File: config.mk
export PLATFORM = sky130hd
export DESIGN_NAME = apb_cmd_queue
export DESIGN_NICKNAME = d
export VERILOG_FILES = /design/src/rtl/apb_cmd_queue.sv
export SDC_FILE = /design/constraint.sdc
export NUM_CORES = 1
export LEC_CHECK = 0
export BUFFER_PORTS_ARGS = -buffer_cell sky130_fd_sc_hd__buf_2
export CORE_UTILIZATION = 35
export CTS_BUF_LIST = sky130_fd_sc_hd__clkbuf_16
export DETAILED_ROUTE_END_ITERATION = 16
export SYNTH_ARGS = -nofsm -noshare
export SYNTH_HDL_FRONTEND = slang
export SYNTH_SLANG_ARGS = --single-unit
File: constraint.sdc
create_clock -name PCLK -period 3.6 [get_ports PCLK]
set_clock_uncertainty 0.05 [all_clocks]
set_input_delay 0.72 -clock PCLK [delete_from_list [all_inputs] [get_ports PCLK]]
set_output_delay 0.72 -clock PCLK [all_outputs]
set_load 0.02 [all_outputs]
File: src/rtl/apb_cmd_queue.sv
`default_nettype none
// ============================================================================
// Module   : apb_cmd_queue
// Brief    : Host command FIFO feeding a single-outstanding APB issue FSM that
//            returns read data and error per transfer. Optional WAIT timeout is
//            enabled with the APB_CMDQ_TIMEOUT_EN macro.
// Revision : 1.0 - initial release
// ============================================================================
module apb_cmd_queue #(
    parameter int DEPTH          = 4,
    parameter int TIMEOUT_CYCLES = 64
) (
    input  logic                   PCLK,
    input  logic                   PRESETn,
    input  logic                   cmd_valid,
    output logic                   cmd_ready,
    input  logic                   cmd_wen,
    input  logic [8:0]             cmd_addr,
    input  logic [7:0]             cmd_wdata,
    output logic [$clog2(DEPTH):0] cmd_level,
    output logic                   ST,
    output logic                   WEN,
    output logic [8:0]             APB_WADRS,
    output logic [8:0]             APB_RADRS,
    output logic [7:0]             APB_WDATA,
    input  logic                   xfer_done,
    input  logic [7:0]             APB_RDATA_OUT,
    input  logic                   PSLVERR,
    output logic                   rsp_valid,
    input  logic                   rsp_ready,
    output logic                   rsp_wen,
    output logic [7:0]             rsp_rdata,
    output logic                   rsp_err,
    output logic                   rsp_timeout,
    output logic                   busy
);
    localparam int              c_AW   = $clog2(DEPTH);
    localparam logic [c_AW:0]   c_FULL = (c_AW + 1)'(DEPTH);

    typedef enum logic [1:0] {
        S_IDLE   = 2'd0,
        S_LAUNCH = 2'd1,
        S_WAIT   = 2'd2,
        S_RESP   = 2'd3
    } state_t;

    state_t            r_state;
    logic [17:0]       r_mem [DEPTH];
    logic [c_AW-1:0]   r_wr_ptr;
    logic [c_AW-1:0]   r_rd_ptr;
    logic [c_AW:0]     r_count;
    logic              r_st, r_wen, r_busy;
    logic [8:0]        r_wadrs, r_radrs;
    logic [7:0]        r_wdata;
    logic              r_rsp_valid, r_rsp_wen, r_rsp_err, r_rsp_timeout;
    logic [7:0]        r_rsp_rdata;
    logic              w_full, w_push, w_pop, w_timeout;
    logic [17:0]       w_head;

    // No bypass: a full FIFO refuses pushes even in a cycle that pops.
    assign w_full = (r_count == c_FULL);
    assign w_push = cmd_valid && !w_full;
    assign w_pop  = (r_state == S_IDLE) && (r_count != '0);
    assign w_head = r_mem[r_rd_ptr];

    always_ff @(posedge PCLK) begin
        if (w_push) begin
            r_mem[r_wr_ptr] <= {cmd_wen, cmd_addr, cmd_wdata};
        end
    end

    always_ff @(posedge PCLK) begin
        if (!PRESETn) begin
            r_wr_ptr <= '0;
            r_rd_ptr <= '0;
            r_count  <= '0;
        end else begin
            if (w_push) r_wr_ptr <= r_wr_ptr + 1'b1;
            if (w_pop)  r_rd_ptr <= r_rd_ptr + 1'b1;
            case ({w_push, w_pop})
                2'b10:   r_count <= r_count + 1'b1;
                2'b01:   r_count <= r_count - 1'b1;
                default: r_count <= r_count;
            endcase
        end
    end

`ifdef APB_CMDQ_TIMEOUT_EN
    localparam int              c_TW    = $clog2(TIMEOUT_CYCLES + 1);
    localparam logic [c_TW-1:0] c_TLAST = c_TW'(TIMEOUT_CYCLES - 1);
    logic [c_TW-1:0] r_tcnt;

    // Fires on the last permitted WAIT cycle so RESP follows TIMEOUT_CYCLES WAIT cycles.
    always_ff @(posedge PCLK) begin
        if (!PRESETn) begin
            r_tcnt <= '0;
        end else if (r_state == S_LAUNCH) begin
            r_tcnt <= '0;
        end else if (r_state == S_WAIT) begin
            r_tcnt <= r_tcnt + 1'b1;
        end
    end
    assign w_timeout = (r_state == S_WAIT) && (r_tcnt == c_TLAST);
`else
    assign w_timeout = 1'b0;
`endif

    always_ff @(posedge PCLK) begin
        if (!PRESETn) begin
            r_state       <= S_IDLE;
            r_st          <= 1'b0;
            r_busy        <= 1'b0;
            r_wen         <= 1'b0;
            r_wadrs       <= '0;
            r_radrs       <= '0;
            r_wdata       <= '0;
            r_rsp_valid   <= 1'b0;
            r_rsp_wen     <= 1'b0;
            r_rsp_rdata   <= '0;
            r_rsp_err     <= 1'b0;
            r_rsp_timeout <= 1'b0;
        end else begin
            case (r_state)
                S_IDLE: begin
                    if (w_pop) begin
                        r_state <= S_LAUNCH;
                        r_st    <= 1'b1;
                        r_busy  <= 1'b1;
                        r_wen   <= w_head[17];
                        r_wadrs <= w_head[17] ? w_head[16:8] : 9'd0;
                        r_radrs <= w_head[17] ? 9'd0 : w_head[16:8];
                        r_wdata <= w_head[17] ? w_head[7:0] : 8'd0;
                    end
                end
                S_LAUNCH: begin
                    r_st    <= 1'b0;
                    r_state <= S_WAIT;
                end
                S_WAIT: begin
                    if (xfer_done) begin
                        r_state       <= S_RESP;
                        r_rsp_valid   <= 1'b1;
                        r_rsp_wen     <= r_wen;
                        r_rsp_rdata   <= r_wen ? 8'd0 : APB_RDATA_OUT;
                        r_rsp_err     <= PSLVERR;
                        r_rsp_timeout <= 1'b0;
                    end else if (w_timeout) begin
                        r_state       <= S_RESP;
                        r_rsp_valid   <= 1'b1;
                        r_rsp_wen     <= r_wen;
                        r_rsp_rdata   <= 8'd0;
                        r_rsp_err     <= 1'b1;
                        r_rsp_timeout <= 1'b1;
                    end
                end
                S_RESP: begin
                    if (rsp_ready) begin
                        r_state     <= S_IDLE;
                        r_rsp_valid <= 1'b0;
                        r_busy      <= 1'b0;
                    end
                end
                default: r_state <= S_IDLE;
            endcase
        end
    end

    assign cmd_ready   = !w_full;
    assign cmd_level   = r_count;
    assign ST          = r_st;
    assign WEN         = r_wen;
    assign APB_WADRS   = r_wadrs;
    assign APB_RADRS   = r_radrs;
    assign APB_WDATA   = r_wdata;
    assign rsp_valid   = r_rsp_valid;
    assign rsp_wen     = r_rsp_wen;
    assign rsp_rdata   = r_rsp_rdata;
    assign rsp_err     = r_rsp_err;
    assign rsp_timeout = r_rsp_timeout;
    assign busy        = r_busy;

endmodule
`default_nettype wire

Word level (Yosys, flattened, before mapping)

Memories as Yosys holds them, arrays and structs flattened. A register that Yosys moved wholly into a read port is not among the register bits.
Cells that the tools add are included.

Register bits: 49
RAM bits: 72
Input bits: 32
Output and inout port bits: 45
Word-level logic and storage cells: 62
Memories: 1

Add/subtract/negate cells: 4
Equal/unequal tests: 9
Muxes and demuxes: 19
Reduce and logical (&&, ||, !) cells: 15

Memory list:

| memory | depth | width | read ports | clocked after memory_dff | write ports | line | RTL |
|---|---|---|---|---|---|---|---|
| r_mem  | 4     | 18    | 1          | 1                        | 1           | 48   | `logic [17:0] r_mem [DEPTH];` |

Operator list:

| cell                  | count |
|---|---|
| $mux W9               | 2 |
| $mux W8               | 2 |
| $mux W2               | 5 |
| $reduce_and A3 Y1     | 3 |
| $pmux W2 S4           | 1 |
| $reduce_bool A2 Y1    | 4 |
| $eq A2 B2 Y1 const B  | 3 |
| $ne A2 B2 Y1 const B  | 3 |
| $pmux W1 S2           | 3 |
| $pmux W3 S2           | 1 |
| $reduce_and A2 Y1     | 3 |
| $mux W1               | 5 |
| $add A2 B1 Y2 const B | 2 |
| $eq A2 B1 Y1 const B  | 2 |
| $add A3 B1 Y3 const B | 1 |
| $eq A3 B3 Y1 const B  | 1 |
| $reduce_bool A3 Y1    | 1 |
| $sub A3 B1 Y3 const B | 1 |
| $logic_and A1 B1 Y1   | 2 |
| $logic_not A2 Y1      | 1 |
| $logic_not A1 Y1      | 1 |

Longest topological paths before layout

Gate-level depths: netlist of the first run.

Depth after elaboration: 5
Gate-level depth with buffers: 10
Depth with buffers taken out: 10

Least setup slack after synthesis of the first run

Ideal clock, no wire load.

Path kind: flip-flop to flip-flop
From: register r_count[2], in the netlist cmd_level[2]
To: register r_count[2], in the netlist cmd_level[2]
Setup time: 0.070 ns
Arrival time: 2.428 ns
Data required time: 3.480 ns
Path slack: 1.052 ns
Cell stages (with the launch flop): 10
Path buffers: 1
Clock period less this slack: 2.548 ns
Cells stage by stage: dfxtp_1 -> or3b_1 -> clkbuf_1 -> nand2_1 -> ha_1 -> inv_1 -> fa_1 -> xor2_1 -> or3_1 -> a21oi_1

Cells in the longest elaborated chain, start to end: 5
Elaborated cells on any way between the ends: 11
Classes of those cells: 2 x add/sub; 3 x eq/ne; 1 x mux; 5 x reduce/logical

RTL lines:

| what                                                     | line | RTL |
|---|---|---|
| start, declared                                          | 51   | `logic [c_AW:0] r_count;` |
| start signal, assigned                                   | 81   | `2'b10: r_count <= r_count + 1'b1;` |
| start signal, assigned                                   | 82   | `2'b01: r_count <= r_count - 1'b1;` |
| start signal, assigned                                   | 83   | `default: r_count <= r_count;` |
| $eq A3 B3 Y1 *                                           | 61   | `assign w_full = (r_count == c_FULL);` |
| $logic_not A1 Y1 *                                       | --   |  |
| net cmd_ready                                            | 16   | `output logic cmd_ready,` |
| $logic_and A1 B1 Y1 *                                    | 62   | `assign w_push = cmd_valid && !w_full;` |
| $eq A2 B1 Y1 / $eq A2 B2 Y1 (equally long branches)      | 80   | `case ({w_push, w_pop})` |
| $pmux W3 S2 / $reduce_bool A2 Y1 (equally long branches) | --   |  |

Mark *: on every way through the listed nets, which the timed path passes. The rest lies on a longest branch.
A chain may end at the register's enable or synchronous reset.

Worst setup path after layout of the first run

From: register r_count[2], in the netlist cmd_level[2]
To: register r_count[2], in the netlist cmd_level[2]

Cells in the longest elaborated chain, start to end: 5
Elaborated cells on any way between the ends: 11
Classes of those cells: 2 x add/sub; 3 x eq/ne; 1 x mux; 5 x reduce/logical

RTL lines:

| what                                                     | line |
|---|---|
| $eq A3 B3 Y1                                             | 61 |
| $logic_not A1 Y1                                         | 62 |
| $logic_and A1 B1 Y1                                      | 62 |
| $eq A2 B1 Y1 / $eq A2 B2 Y1 (equally long branches)      | 80 |
| $pmux W3 S2 / $reduce_bool A2 Y1 (equally long branches) | -- |

Parallel ways exist; a longest one is shown, timed or not.

==> flow_metrics.env, run 1 <==
export IMPL_ir_drop_mv=0.427
export IMPL_synth_async_reset_ratio_pct=0
export IMPL_cts_tree="built"
export IMPL_synth_nets=347
export IMPL_first_global_vias=2842
export IMPL_vias_per_cell=4.90
export IMPL_reg2regPathDepth=8
export IMPL_crit_start="cmd_level[2]"
export IMPL_nets=425
export IMPL_first_iter_violations=115
export IMPL_slew_headroom_pct=35.9
export IMPL_grt_max_degree=27
export IMPL_met2_usage_pct=23.1
export IMPL_hold_buffers=0
export IMPL_synth_seq_cells=123
export IMPL_synth_cells=304
export IMPL_syn_area_per_cell_sq_um=15.5
export IMPL_busiest_layer="met2"
export IMPL_cts_made_buffers=17
export IMPL_ant_nets=0
export IMPL_hpwl_um=5780
export IMPL_period_minus_slack_ns=2.52
export IMPL_worstHoldPathType="reg -> reg"
export IMPL_setup_tns_final_ns=0
export IMPL_dieArea_sq_mm=0.0139
export IMPL_grt_total_usage_pct=14.3
export IMPL_power_density_mw_per_mm2=797
export IMPL_crit_path_end_kind="flop"
export IMPL_path_class="reg -> reg"
export IMPL_row_count=42
export IMPL_grtUsageMet3_pct=5.62
export IMPL_drive_above_1_share_pct=31.4
export IMPL_cap_violations=0
export IMPL_fp_dieW_um=118
export IMPL_worst_ep_required_time_ns=3.87
export IMPL_fin_util_pct=43.7
export IMPL_fmaxAchievable_mhz=396
export IMPL_ys_flop_type="edfxtp_1"
export IMPL_synth_top_area_share_pct=45.8
export IMPL_hold_start="rsp_rdata[4]"
export IMPL_vias=2798
export IMPL_worst_pin_slew_ns=0.961
export IMPL_wl_per_cell_um=16.3
export IMPL_grt_overflow=0
export IMPL_num_antenna_cells=0
export IMPL_setup_violations=0
export IMPL_drt_pass1_iterations=4
export IMPL_die_h_um=118
export IMPL_drv_slew=0
export IMPL_htreeDepth=4
export IMPL_hold_violations=0
export IMPL_yosys_top_cells_area="edfxtp_1 46%, dfxtp_1 22%, mux4_2 8.1%"
export IMPL_cts_resized_gates=0
export IMPL_worstPathArrival_ns=2.80
export IMPL_wirelength_um=9290
export IMPL_drc_errors=0
export IMPL_yosysTopAreaCell="edfxtp_1"
export IMPL_antenna_found_initial=0
export IMPL_numPlacedInstances=539
export IMPL_min_path_cells=2
export IMPL_use_met1_pct=17.6
export IMPL_netlist_area_sq_mm=0.00472
export IMPL_initial_core_util_pct=35.8
export IMPL_coreArea_sq_mm=0.0132
export IMPL_yosys_warnings=0
export IMPL_clk_latency_ns=0.41
export IMPL_status="complete, no violations"
export IMPL_place_congestion=0.737
export IMPL_cts_root_buffer="clkbuf_16"
export IMPL_p_leak_nw=2.17
export IMPL_fill_cells=1218
export IMPL_cp_start_kind="flop"
export IMPL_syn_to_final_growth_pct=22.2
export IMPL_grt_first_pass_wirelength_um=15000
export IMPL_cp_max_fo=10
export IMPL_clkTransAtPathRegs_ns=0.05
export IMPL_portBuffers=75
export IMPL_clock_sinks=123
export IMPL_synth_seq_area_share_pct=67.5
export IMPL_final_cells=571
export IMPL_rsz0062_at_grt="false"
export IMPL_rr_startpoint="cmd_level[2]"
export IMPL_period_share_pct=70.1
export IMPL_ctsLongestPathBuffers=2
export IMPL_ioPinCount=77
export IMPL_synth_edf_count=72
export IMPL_postCtsSetupRepairBufs=0
export IMPL_ys_types=43
==> registers in the layout, summed over array words and instances, names as in the netlist, named ones only <==
signal,count
APB_RADRS,9
APB_WADRS,9
APB_WDATA,8
ST,1
WEN,1
busy,1
cmd_level,3
r_mem,72
r_rd_ptr,2
r_state,2
r_wr_ptr,2
rsp_err,1
rsp_rdata,8
rsp_valid,1
rsp_wen,1
==> per-stage QoR <==
stage | area [sq um] | total power [mW] | hold slack (ns) | setup WS, ns
after global placement | 5200 | 3.01 | 0.391 | 1.24
final | 5770 | 4.60 | 0.400 | 1.08
after CTS | 5770 | 4.66 | 0.403 | 1.09
after detailed placement | 5200 | 3.04 | 0.393 | 1.09
after global routing | 5770 | 4.84 | 0.427 | 0.915
after floorplan | 4720 | 2.74 | 0.435 | 1.05
==> worst max-delay path: stages, from the launching register on <==
cell	delay, ns
dfxtp_1	0.49
or3b_1	0.54
nand2_1	0.12
ha_1	0.18
inv_1	0.06
fa_1	0.37
xor2_1	0.15
or3_1	0.31
a21oi_1	0.16
==> final timing paths <==
path / end / slack, ns
setup / recovery: cmd_level[2] / 1.08
hold / removal: rsp_rdata[4] / 0.40
setup reg to reg: cmd_level[2] / 1.08
hold reg to reg: rsp_rdata[4] / 0.40
==> cell families (layout without fill, tap and decap cells) <==
| group | count (synthesis) | in the layout | synth area share, % |
|---|---|---|---|
| flip-flops | 123 | 123 | 67.5 |
| other | 1 | 1 | 0.0795 |
| multiplexers | 22 | 22 | 9.55 |
| buffers and inverters | 28 | 119 | 3.47 |
| XOR/XNOR | 4 | 4 | 0.743 |
| AO/OA/AOI/OAI | 56 | 56 | 9.02 |
| AND/OR/NAND/NOR | 59 | 59 | 6.58 |
| adder cells (fa/ha/maj) | 11 | 11 | 3.08 |
==> power by group <==
group | total (mW) | internal, mW | switching, mW
Sequential | 1.86 | 1.73 | 0.133
Combinational | 1.14 | 0.453 | 0.690
Clock | 1.60 | 1.00 | 0.594
==> cells in the mapped netlist, types with 2 or more instances <==
library cell and instances:
a21o_1 2, a21oi_1 16, a22o_1 8, a31o_1 2
and3_1 4, buf_2 5, buf_4 2, buf_6 6
clkbuf_1 5, dfxtp_1 51, edfxtp_1 72, ha_1 10
inv_1 9, mux2i_1 3, mux4_2 17, nand2_1 24
nand2b_1 2, nand3_1 5, nand4b_1 8, nor2_1 9
o2bb2ai_1 18, o311a_1 2, xor2_1 4
==> metal layers <==
metal	up-vias	part of all wire (%)	routed length (um)
li1	1327	-	-
met1	1386	44	4070
met2	76	49	4570
met3	9	5.9	550
met4	0	1.0	93
met5	-	0	0
==> cell usage in the layout, fill, tap and decap left out, types with 2 or more instances in the layout <==
master	synthesis	routed
nand4b_1	8	8
a21o_1	2	2
mux2i_1	3	3
inv_6	0	2
clkinvlp_4	0	4
mux4_2	17	17
nand3_1	5	5
bufinv_16	0	2
clkinv_1	0	3
clkbuf_16	0	17
ha_1	10	10
nand2b_1	2	2
nand2_1	24	24
a22o_1	8	8
inv_1	9	12
o311a_1	2	2
nor2_1	9	9
and3_1	4	4
xor2_1	4	4
buf_4	2	3
a31o_1	2	2
a21oi_1	16	16
buf_2	5	75
o2bb2ai_1	18	18
edfxtp_1	72	72
dfxtp_1	51	51
==> final cells by class <==
class,count,area [sq um],share of cell area [%]
Inverter,9,33.8,0.586
Multi-Input combinational cell,153,1370,23.8
Tap cell,176,220,3.82
Clock inverter,15,135,2.34
Sequential cell,123,3180,55.2
Timing Repair Buffer,78,398,6.90
Clock buffer,17,425,7.38
(Power assumes the default switching activity.)
==> inputs of run 2 (changes only) <==
==> constraint.sdc (replaced) <==
create_clock -name PCLK -period 2 [get_ports PCLK]
set_clock_uncertainty 0.05 [all_clocks]
set_input_delay 0.4 -clock PCLK [delete_from_list [all_inputs] [get_ports PCLK]]
set_output_delay 0.4 -clock PCLK [all_outputs]
set_load 0.02 [all_outputs]
==> run 2 against run 1 <==
The run now ends with negative setup slack left. Sequential cell count unchanged. Core utilization increased by 1.9 points. Non-clock buffer count increased by 18. Clock-buffer cell count unchanged. Sequential power increased by 77%. Routed wire length decreased by 0.19%. Worst setup slack got worse by 1.1 ns.
==> flow_metrics.env, run 2 (synthesis results as in run 1) <==
export IMPL_final_common_cell="buf_2"
export IMPL_cts_made_buffers=17
export IMPL_cts_tree="built"
export IMPL_cap_violations=0
export IMPL_power_clock_fraction_pct=36.2
export IMPL_largest_register="r_mem"
export IMPL_vias=2818
export IMPL_met2_usage_pct=23.8
export IMPL_fp_dieW_um=118
export IMPL_wl_per_cell_um=15.7
export IMPL_crit_path_end_kind="flop"
export IMPL_worst_ep_required_time_ns=2.29
export IMPL_dieArea_sq_mm=0.0139
export IMPL_switching_share_pct=28.9
export IMPL_num_antenna_cells=0
export IMPL_worst_slack_ns=-0.00236
export IMPL_ioPinCount=77
export IMPL_ctsLongestPathBuffers=2
export IMPL_use_met1_pct=17.0
export IMPL_worstHoldPathType="in -> reg"
export IMPL_ir_drop_mv=0.595
export IMPL_cp_num_buf_inv=1
export IMPL_rsz0062_at_grt="true"
export IMPL_final_cell_mix="75 x buf_2, 72 x edfxtp_1, 48 x dfxtp_1"
export IMPL_syn_to_final_growth_pct=27.6
export IMPL_die_h_um=118
export IMPL_fmaxAchievable_mhz=499
export IMPL_combPwrFrac_pct=26.6
export IMPL_path_class="reg -> reg"
export IMPL_nets=443
export IMPL_hold_violations=0
export IMPL_drv_slew=0
export IMPL_postCtsSetupRepairBufs=0
export IMPL_first_global_vias=2849
export IMPL_cp_start_kind="flop"
export IMPL_grt_max_degree=27
export IMPL_power_density_mw_per_mm2=1480
export IMPL_clk_latency_ns=0.41
export IMPL_grt_total_usage_pct=14.4
export IMPL_hpwl_um=5960
export IMPL_ant_nets=0
export IMPL_initial_core_util_pct=35.8
export IMPL_cts_root_buffer="clkbuf_16"
export IMPL_dp_slack_ns=-0.0412
export IMPL_setup_violations=1
export IMPL_worst_pin_slew_ns=0.525
export IMPL_grtUsageMet3_pct=4.60
export IMPL_cp_max_fo=2
export IMPL_cpPeakStageDelay_ns=0.41
export IMPL_worstPathArrival_ns=2.29
export IMPL_portBuffers=75
export IMPL_path_cells="or3b_4 > nand2_4 > ha_4 > inv_2 > fa_2 > xor2_1 > or3_1 > a21oi_1"
export IMPL_p_leak_nw=2.30
export IMPL_coreArea_sq_mm=0.0132
export IMPL_pwr_share_seq_pct=37.1
export IMPL_drt_pass1_iterations=4
export IMPL_first_iter_violations=107
export IMPL_grt_overflow=0
export IMPL_grt_first_pass_wirelength_um=15100
export IMPL_vias_per_cell=4.78
export IMPL_cp_top_family="simple AND/OR/NAND/NOR gates"
export IMPL_hold_buffers=0
export IMPL_drive_above_1_share_pct=37.5
export IMPL_p_int_mw=6.33
export IMPL_period_share_pct=100
export IMPL_largest_register_ffs=72
export IMPL_busiest_layer="met2"
export IMPL_p_sw_mw=2.57
export IMPL_failed_checks="negative setup slack"
export IMPL_row_count=42
export IMPL_period_minus_slack_ns=2.00
export IMPL_htreeDepth=4
export IMPL_slew_headroom_pct=65.0
export IMPL_p_total_mw=8.90
export IMPL_antenna_found_initial=0
export IMPL_crit_slowest_cell="or3b_4"
export IMPL_status="finished, violations left"
export IMPL_clkTransAtPathRegs_ns=0.05
export IMPL_wirelength_um=9270
export IMPL_drc_errors=0
export IMPL_place_congestion=0.733
export IMPL_clock_sinks=123
==> run 2: final timing paths <==
check | start | to | slack, ns | depth (start not counted)
setup reg to reg | cmd_level[1] | cmd_level[2] | -0.002 | 8
hold reg to reg | rsp_rdata[1] | rsp_rdata[1] | 0.40 | 2
setup / recovery | cmd_level[1] | cmd_level[2] | -0.002 | 8
hold / removal | cmd_wdata[2] | r_mem[2][2] | 0.15 | 1
==> run 2: metrics by stage <==
step / instance area (sq um) / cells / setup TNS [ns] / utilization (%) / hold slack (ns)
2_1_floorplan: 4760 / 304 / -0.358 / - / 0.435
3_3_place_gp: 5380 / 557 / -0.00362 / 40.8 / 0.388
3_5_place_dp: 5380 / 557 / -0.0412 / 40.8 / 0.392
4_1_cts: 6020 / 589 / -0.0203 / 45.6 / 0.135
5_1_grt: 6020 / 589 / -0.0773 / 45.6 / 0.142
6_report: 6020 / 589 / -0.00236 / 45.6 / 0.151
==> run 2: routing by layer <==
metal	wire length, um	share of wire, %
met4	148	1.6
met3	438	4.7
met2	4640	50
met1	4040	44
met5	0	0
==> run 2: power groups by stage <==
stage | Combinational, mW | Clock, mW | Sequential [mW]
after floorplan | 1.41 | 0 | 3.61
after global placement | 2.35 | 0 | 3.33
after detailed placement | 2.40 | 0 | 3.35
after CTS | 2.41 | 3.29 | 3.31
after global routing | 2.61 | 3.39 | 3.35
final | 2.37 | 3.22 | 3.30
==> run 2: final cells by class <==
cell class              count  area, sq um
clock buffers              17          425
clock inverters            15          204
fillers                  1202         7170
inverters                   9         33.8
multi-input cells         153         1400
flip-flops and latches    123         3190
well taps                 176          220
repair buffers             96          546
==> run 2: repair_timing <==
item | 4_1_cts | 5_1_grt
pin swaps | 0 | 0
resized for setup | 1 | 2
setup endpoints to repair | 1 | 1
cloned | 0 | 0
